`src/rtl/semaforo_pkg.sv`:
```
// Shared types and default phase durations for the traffic-light controller.
// PISCA exists only when SEMAFORO_NOTURNO_EN is defined.
package semaforo_pkg;

  typedef logic [4:0] tempo_t;

  typedef enum logic [2:0] {
    ST_VERMELHO,
    ST_VERDE,
    ST_AMARELO,
`ifdef SEMAFORO_NOTURNO_EN
    ST_PISCA,
`endif
    ST_FALHA
  } estado_t;

  localparam int T_VERDE_DEF        = 20;
  localparam int T_AMARELO_DEF      = 4;
  localparam int T_VERMELHO_DEF     = 15;
  localparam int T_VERMELHO_PED_DEF = 25;
  localparam int T_PISCA_DEF        = 7;

  localparam int T_MIN = 1;
  localparam int T_MAX = 29;

  function automatic bit tempo_valido(input int t);
    return (t >= T_MIN) && (t <= T_MAX);
  endfunction

endpackage

```
`src/rtl/semaforo_watchdog.sv`:
```
// Phase watchdog: cnt_fase tracks cycles since the last phase change, flags an
// early or late fim, and doubles as the flash divider once the controller is in fault.
module semaforo_watchdog
  import semaforo_pkg::*;
#(
  parameter tempo_t T_PISCA = tempo_t'(T_PISCA_DEF)
) (
  input  logic   clk,
  input  logic   reset,
  input  logic   fim,
  input  tempo_t valor_maximo,
  input  logic   em_falha,
  output logic   erro,
  output logic   tick_pisca
);

  logic [5:0] cnt_fase;
  logic [5:0] limite;
  logic [5:0] limite_tarde;
  logic       precoce;
  logic       tardio;

  assign limite       = {1'b0, valor_maximo};
  assign limite_tarde = limite + 6'd2;

  // A fim one cycle after the expected slot is tolerated; two cycles without it is a fault.
  assign precoce    = fim && (cnt_fase < limite);
  assign tardio     = !fim && (cnt_fase == limite_tarde);
  assign erro       = !em_falha && (precoce || tardio);
  assign tick_pisca = em_falha && (cnt_fase == {1'b0, T_PISCA});

  always_ff @(posedge clk) begin
    if (reset) begin
      cnt_fase <= '0;
    end else if (em_falha) begin
      cnt_fase <= tick_pisca ? 6'd0 : cnt_fase + 6'd1;
    end else if (fim || erro) begin
      cnt_fase <= '0;
    end else begin
      cnt_fase <= cnt_fase + 6'd1;
    end
  end

endmodule

```
`src/rtl/semaforo_controlador.sv`:
```
// Traffic-light phase controller driving contador's valor_maximo from its fim pulse.
// Night flashing mode (noturno port, PISCA state) is built only with SEMAFORO_NOTURNO_EN.
//
//   state       | meaning
//   VERMELHO    | vehicle red, pedestrian walk when travessia=1
//   VERDE       | vehicle green
//   AMARELO     | vehicle amber
//   PISCA       | night mode, amber toggles on each fim
//   FALHA       | watchdog fault, amber flashes, left only by reset
module semaforo_controlador
  import semaforo_pkg::*;
#(
  parameter int T_VERDE        = T_VERDE_DEF,
  parameter int T_AMARELO      = T_AMARELO_DEF,
  parameter int T_VERMELHO     = T_VERMELHO_DEF,
  parameter int T_VERMELHO_PED = T_VERMELHO_PED_DEF,
  parameter int T_PISCA        = T_PISCA_DEF
) (
  input  logic   clk,
  input  logic   reset,
  input  logic   fim,
  input  logic   botao,
`ifdef SEMAFORO_NOTURNO_EN
  input  logic   noturno,
`endif
  output tempo_t valor_maximo,
  output logic   verde,
  output logic   amarelo,
  output logic   vermelho,
  output logic   ped_verde,
  output logic   ped_vermelho,
  output logic   falha
);

  if (!tempo_valido(T_VERDE) || !tempo_valido(T_AMARELO) || !tempo_valido(T_VERMELHO) ||
      !tempo_valido(T_VERMELHO_PED) || !tempo_valido(T_PISCA)) begin : g_tempo_invalido
    $error("semaforo_controlador: every T_* must lie in 1..29");
  end

  localparam tempo_t TV  = tempo_t'(T_VERDE);
  localparam tempo_t TA  = tempo_t'(T_AMARELO);
  localparam tempo_t TVM = tempo_t'(T_VERMELHO);
  localparam tempo_t TVP = tempo_t'(T_VERMELHO_PED);
  localparam tempo_t TP  = tempo_t'(T_PISCA);

  estado_t estado, estado_prox;
  tempo_t  vm_prox;
  logic    verde_prox, amarelo_prox, vermelho_prox;
  logic    ped_verde_prox, ped_vermelho_prox, falha_prox;
  logic    pedido, pedido_prox;
  logic    travessia, travessia_prox;
  logic    wd_erro, wd_tick;

  semaforo_watchdog #(
    .T_PISCA (TP)
  ) u_watchdog (
    .clk          (clk),
    .reset        (reset),
    .fim          (fim),
    .valor_maximo (valor_maximo),
    .em_falha     (estado == ST_FALHA),
    .erro         (wd_erro),
    .tick_pisca   (wd_tick)
  );

  always_ff @(posedge clk) begin
    if (reset) begin
      estado       <= ST_VERMELHO;
      valor_maximo <= TVM;
      verde        <= 1'b0;
      amarelo      <= 1'b0;
      vermelho     <= 1'b1;
      ped_verde    <= 1'b0;
      ped_vermelho <= 1'b1;
      falha        <= 1'b0;
      pedido       <= 1'b0;
      travessia    <= 1'b0;
    end else begin
      estado       <= estado_prox;
      valor_maximo <= vm_prox;
      verde        <= verde_prox;
      amarelo      <= amarelo_prox;
      vermelho     <= vermelho_prox;
      ped_verde    <= ped_verde_prox;
      ped_vermelho <= ped_vermelho_prox;
      falha        <= falha_prox;
      pedido       <= pedido_prox;
      travessia    <= travessia_prox;
    end
  end

  always_comb begin
    estado_prox       = estado;
    vm_prox           = valor_maximo;
    verde_prox        = verde;
    amarelo_prox      = amarelo;
    vermelho_prox     = vermelho;
    ped_verde_prox    = ped_verde;
    ped_vermelho_prox = ped_vermelho;
    falha_prox        = falha;
    pedido_prox       = pedido;
    travessia_prox    = travessia;

    // The watchdog outranks every phase decision, including noturno and botao.
    if (wd_erro) begin
      estado_prox       = ST_FALHA;
      falha_prox        = 1'b1;
      verde_prox        = 1'b0;
      amarelo_prox      = 1'b1;
      vermelho_prox     = 1'b0;
      ped_verde_prox    = 1'b0;
      ped_vermelho_prox = 1'b0;
      travessia_prox    = 1'b0;
    end else begin
      case (estado)
        ST_VERMELHO: begin
          if (botao && !travessia) pedido_prox = 1'b1;
`ifdef SEMAFORO_NOTURNO_EN
          if (fim && noturno) begin
            estado_prox       = ST_PISCA;
            vm_prox           = TP;
            amarelo_prox      = 1'b1;
            vermelho_prox     = 1'b0;
            ped_verde_prox    = 1'b0;
            ped_vermelho_prox = 1'b0;
            travessia_prox    = 1'b0;
          end else
`endif
          if (fim) begin
            estado_prox       = ST_VERDE;
            vm_prox           = TV;
            verde_prox        = 1'b1;
            vermelho_prox     = 1'b0;
            ped_verde_prox    = 1'b0;
            ped_vermelho_prox = 1'b1;
            travessia_prox    = 1'b0;
          end
        end

        ST_VERDE: begin
          if (botao) pedido_prox = 1'b1;
          if (fim) begin
            estado_prox  = ST_AMARELO;
            vm_prox      = TA;
            verde_prox   = 1'b0;
            amarelo_prox = 1'b1;
          end
        end

        ST_AMARELO: begin
          if (fim) begin
            estado_prox   = ST_VERMELHO;
            amarelo_prox  = 1'b0;
            vermelho_prox = 1'b1;
            // A press landing on this very edge still earns the walk.
            if (pedido || botao) begin
              vm_prox           = TVP;
              ped_verde_prox    = 1'b1;
              ped_vermelho_prox = 1'b0;
              travessia_prox    = 1'b1;
              pedido_prox       = 1'b0;
            end else begin
              vm_prox           = TVM;
              ped_verde_prox    = 1'b0;
              ped_vermelho_prox = 1'b1;
              travessia_prox    = 1'b0;
            end
          end else if (botao) begin
            pedido_prox = 1'b1;
          end
        end

`ifdef SEMAFORO_NOTURNO_EN
        ST_PISCA: begin
          if (fim) begin
            if (noturno) begin
              amarelo_prox = !amarelo;
            end else begin
              estado_prox       = ST_VERMELHO;
              vm_prox           = TVM;
              amarelo_prox      = 1'b0;
              vermelho_prox     = 1'b1;
              ped_verde_prox    = 1'b0;
              ped_vermelho_prox = 1'b1;
              travessia_prox    = 1'b0;
            end
          end
        end
`endif

        ST_FALHA: begin
          if (wd_tick) amarelo_prox = !amarelo;
        end

        default: begin
          estado_prox       = ST_FALHA;
          falha_prox        = 1'b1;
          verde_prox        = 1'b0;
          amarelo_prox      = 1'b1;
          vermelho_prox     = 1'b0;
          ped_verde_prox    = 1'b0;
          ped_vermelho_prox = 1'b0;
          travessia_prox    = 1'b0;
        end
      endcase
    end
  end

endmodule

```
`config.mk`:
```
export PLATFORM = sky130hd
export DESIGN_NAME = semaforo_controlador
export DESIGN_NICKNAME = d
export VERILOG_FILES = /design/src/rtl/semaforo_pkg.sv /design/src/rtl/semaforo_watchdog.sv /design/src/rtl/semaforo_controlador.sv
export SDC_FILE = /design/constraint.sdc
export NUM_CORES = 1
export LEC_CHECK = 0
export BUFFER_PORTS_ARGS = -buffer_cell sky130_fd_sc_hd__buf_2
export CAP_MARGIN = 20
export CORE_AREA = 8 8 66 54
export DETAILED_ROUTE_END_ITERATION = 10
export DIE_AREA = 0 0 74 62
export PLACE_DENSITY = 0.74
export SLEW_MARGIN = 20
export SYNTH_ARGS = -nofsm -noshare
export SYNTH_HDL_FRONTEND = slang
export SYNTH_HIERARCHICAL = 1
export SYNTH_SLANG_ARGS = --single-unit
```
`constraint.sdc`:
```
create_clock -name clk -period 4.5 [get_ports clk]
set_clock_uncertainty 0.2 [all_clocks]
set_input_delay 0.675 -clock clk [delete_from_list [all_inputs] [get_ports clk]]
set_output_delay 0.675 -clock clk [all_outputs]
set_load 0.03 [all_outputs]
```
==> reports/qor.yml <==
fmax_ghz: 0.3099
final_common_cell: "dfxtp_1"
layout_common_cells: "dfxtp_1 (19), inv_1 (16), nor2_1 (16)"
ys.flop_type: "dfxtp_1"
grt_pass1_vias: 1138
setup_violations: 0
grt_antenna_before_repair: 0
port_buffers: 14
critPathMaxFanout: 10
grt_overflow: 0
final_core_utilization_pct: 58.00
synthMuxAreaShare_pct: 2.991
min-delay-start: "falha$_SDFFE_PP0P_"
dp.cells: 195
rsz0062_at_grt: "no"
synthAdderAreaFrac_pct: 13.08
switching_share_pct: 45.76
std_cell_rows: 16
ant_nets: 0
crit_type: "register to register"
area_growth_syn_to_layout_pct: 8.411
p_leak_nw: 0.6253
core_mm2: 0.002502
finalHoldViolations: 0
synth-simple-area-share_pct: 24.02
synth_edf_count: 0
ys_ff_latch: 19
crit_required_ns: 4.54
remaining_drc_errors: 0
synth_area_mm2: 0.001339
timing.rr.start: "valor_maximo[1]$_SDFFE_PP1P_"
peakVddDrop_v: 0.0002759
post-route-period-util_pct: 71.72
cts_resized: 0
wirelength_mm: 2.972
maxCapViolCount: 0
drtIter0Drc: 74
hold_buffers: 0
worst_skew_pair.late_latency_ns: 0.31
synth.avg_cell_area_um2: 8.925
cts.sink_count: 19
power.density_mw_per_mm2: 462.4
synthCells: 150
synth_top_family_by_area: "simple AND/OR/NAND/NOR gates"
hold_class: "register to register"
routed_via_density: 5.849
cts_buffers: 3
synth_compound_area_share_pct: 20.00
die_h_um: 62
clk_pin_slew_ns: 0.12
vias: 1164
grt_max_degree: 17
maxSlewHeadroom_pct: 67.42
die_w_um: 74
clock-root-buffer: "clkbuf_4"
grt_pass1_wl_mm: 5.257
wl_per_cell_um: 14.93
power_frac_seq_pct: 34.5
antenna_cells: 0
hold_path_depth: 2
cts_tree: "built"
yosys_warnings: 6
synth-xor-area-share_pct: 4.579
p_sw_mw: 0.3071
ys_types: 45
nets: 182
crit_arrival_ns: 3.27
fin_cells: 199
end_kind: "register"
r2r_cells: 8
synth-async-reset-ratio_pct: 0
maxSlewViolCount: 0
cts_setup_buffers: 0
crit_start: "valor_maximo[1]$_SDFFE_PP1P_"
ios: 15
drive_gt1_share_pct: 15.34
status: "completed"
h-tree-depth: 1
synth_fp_nets: 168
tightest_slew_ns: 0.4855
die_area_mm2: 0.004588
clkPwrFrac_pct: 13.8
dp_hpwl_mm: 2.291
yosysSeqAreaShare_pct: 28.41
clockBufferDepth: 2
track_usage_pct: 14.44
pwr-share-comb_pct: 51.6
internal_power_mw: 0.3640
drtPass1Iterations: 4
tns_ns: 0
start_util_pct: 53.50
period_needed_ns: 3.227
place_congestion: 0.9165
worstSetupStartpointType: "register"
[cells in the mapped netlist, types with 2 or more instances]
master / count / area [µm²]
nor2b_1: 6 / 37.54
a21oi_1: 3 / 15.01
o311ai_1: 2 / 17.52
nand2_1: 4 / 15.01
nor2_1: 16 / 60.06
o21a_1: 3 / 22.52
a2111oi_0: 3 / 26.28
xnor2_1: 3 / 26.28
mux2i_1: 4 / 40.04
o21bai_1: 2 / 15.01
xor2_1: 4 / 35.03
nor3_1: 2 / 10.01
dfxtp_1: 19 / 380.4
ha_1: 14 / 175.2
a211oi_1: 2 / 15.01
o21ai_0: 3 / 15.01
nor4bb_1: 3 / 30.03
nor4b_1: 3 / 26.28
nor3b_1: 2 / 15.01
o2111ai_1: 2 / 17.52
a21bo_2: 2 / 20.02
nor4_1: 5 / 31.28
nand4_1: 2 / 12.51
inv_1: 16 / 60.06
nand3_1: 5 / 25.02
[power groups by stage]
stage               registers (mW)  logic, mW  clock network [mW]
floorplan                    0.267      0.239                   0
global route                 0.238      0.379               0.103
detailed placement           0.236      0.342                   0
global placement             0.232      0.333                   0
finish                       0.232      0.347              0.0927
CTS                          0.232      0.344              0.0949
[metal layers]
layer / part of all wire, % / GRT usage (%) / vias up
met5: 0 / 0 / -
met3: 8.2 / 4.487 / 0
met4: 0 / 1.983 / 0
met2: 44 / 23.38 / 39
met1: 48 / 18.71 / 551
li1: - / - / 574
[layout make-up]
cell class / count / area [µm²]
clock buffers: 3 / 22.52
clock inverters: 1 / 7.507
inverters: 16 / 60.06
repair buffers: 14 / 70.07
fillers: 232 / 1051
well taps: 36 / 45.04
multi-input cells: 110 / 865.8
flip-flops and latches: 19 / 380.4
[kinds of logic (layout without fill, tap and decap cells)]
| kind of cell | after synthesis | count (layout) |
|---|---|---|
| XOR/XNOR | 7 | 7 |
| buffers and inverters | 21 | 34 |
| AO/OA/AOI/OAI | 30 | 30 |
| multiplexers | 4 | 4 |
| flip-flops | 19 | 19 |
| AND/OR/NAND/NOR | 55 | 55 |
| adder cells (fa/ha/maj) | 14 | 14 |
[metrics by stage]
| stage | worst slack (ns) | hold slack, ns | total power, mW | cell area (µm²) |
|---|---|---|---|---|
| after CTS | 1.301 | 0.2956 | 0.6715 | 1451 |
| after global placement | 1.411 | 0.2528 | 0.5648 | 1421 |
| after global routing | 1.104 | 0.3115 | 0.7199 | 1451 |
| after detailed placement | 1.340 | 0.2719 | 0.5786 | 1421 |
| final | 1.273 | 0.2905 | 0.6711 | 1451 |
| after floorplan | 1.470 | 0.2512 | 0.5056 | 1339 |
[final timing paths]
check,slack [ns],to
max,1.27,valor_maximo[2]$_SDFFE_PP1P_
min,0.29,falha$_SDFFE_PP0P_
max reg2reg,1.27,valor_maximo[2]$_SDFFE_PP1P_
min reg2reg,0.29,falha$_SDFFE_PP0P_
[worst max-delay path, cell delays in order, from the launching register on]
cell and delay [ns]:
dfxtp_1 0.42, ha_1 0.27, xor2_1 0.17, or4b_1 0.53, a311oi_4 0.43, a32o_1 0.45, nor2_1 0.14, o21ai_1 0.30
mux2i_1 0.25
[flip-flops by register name, summed over array words and instances, names as in the netlist]
| signal | count |
|---|---|
| falha | 1 |
| vermelho | 1 |
| estado | 2 |
| pedido | 1 |
| verde | 1 |
| amarelo | 1 |
| valor_maximo | 4 |
| ped_vermelho | 1 |
| travessia | 1 |
| u_watchdog/cnt_fase | 6 |
Note: power is estimated with default switching activity, not from simulation.
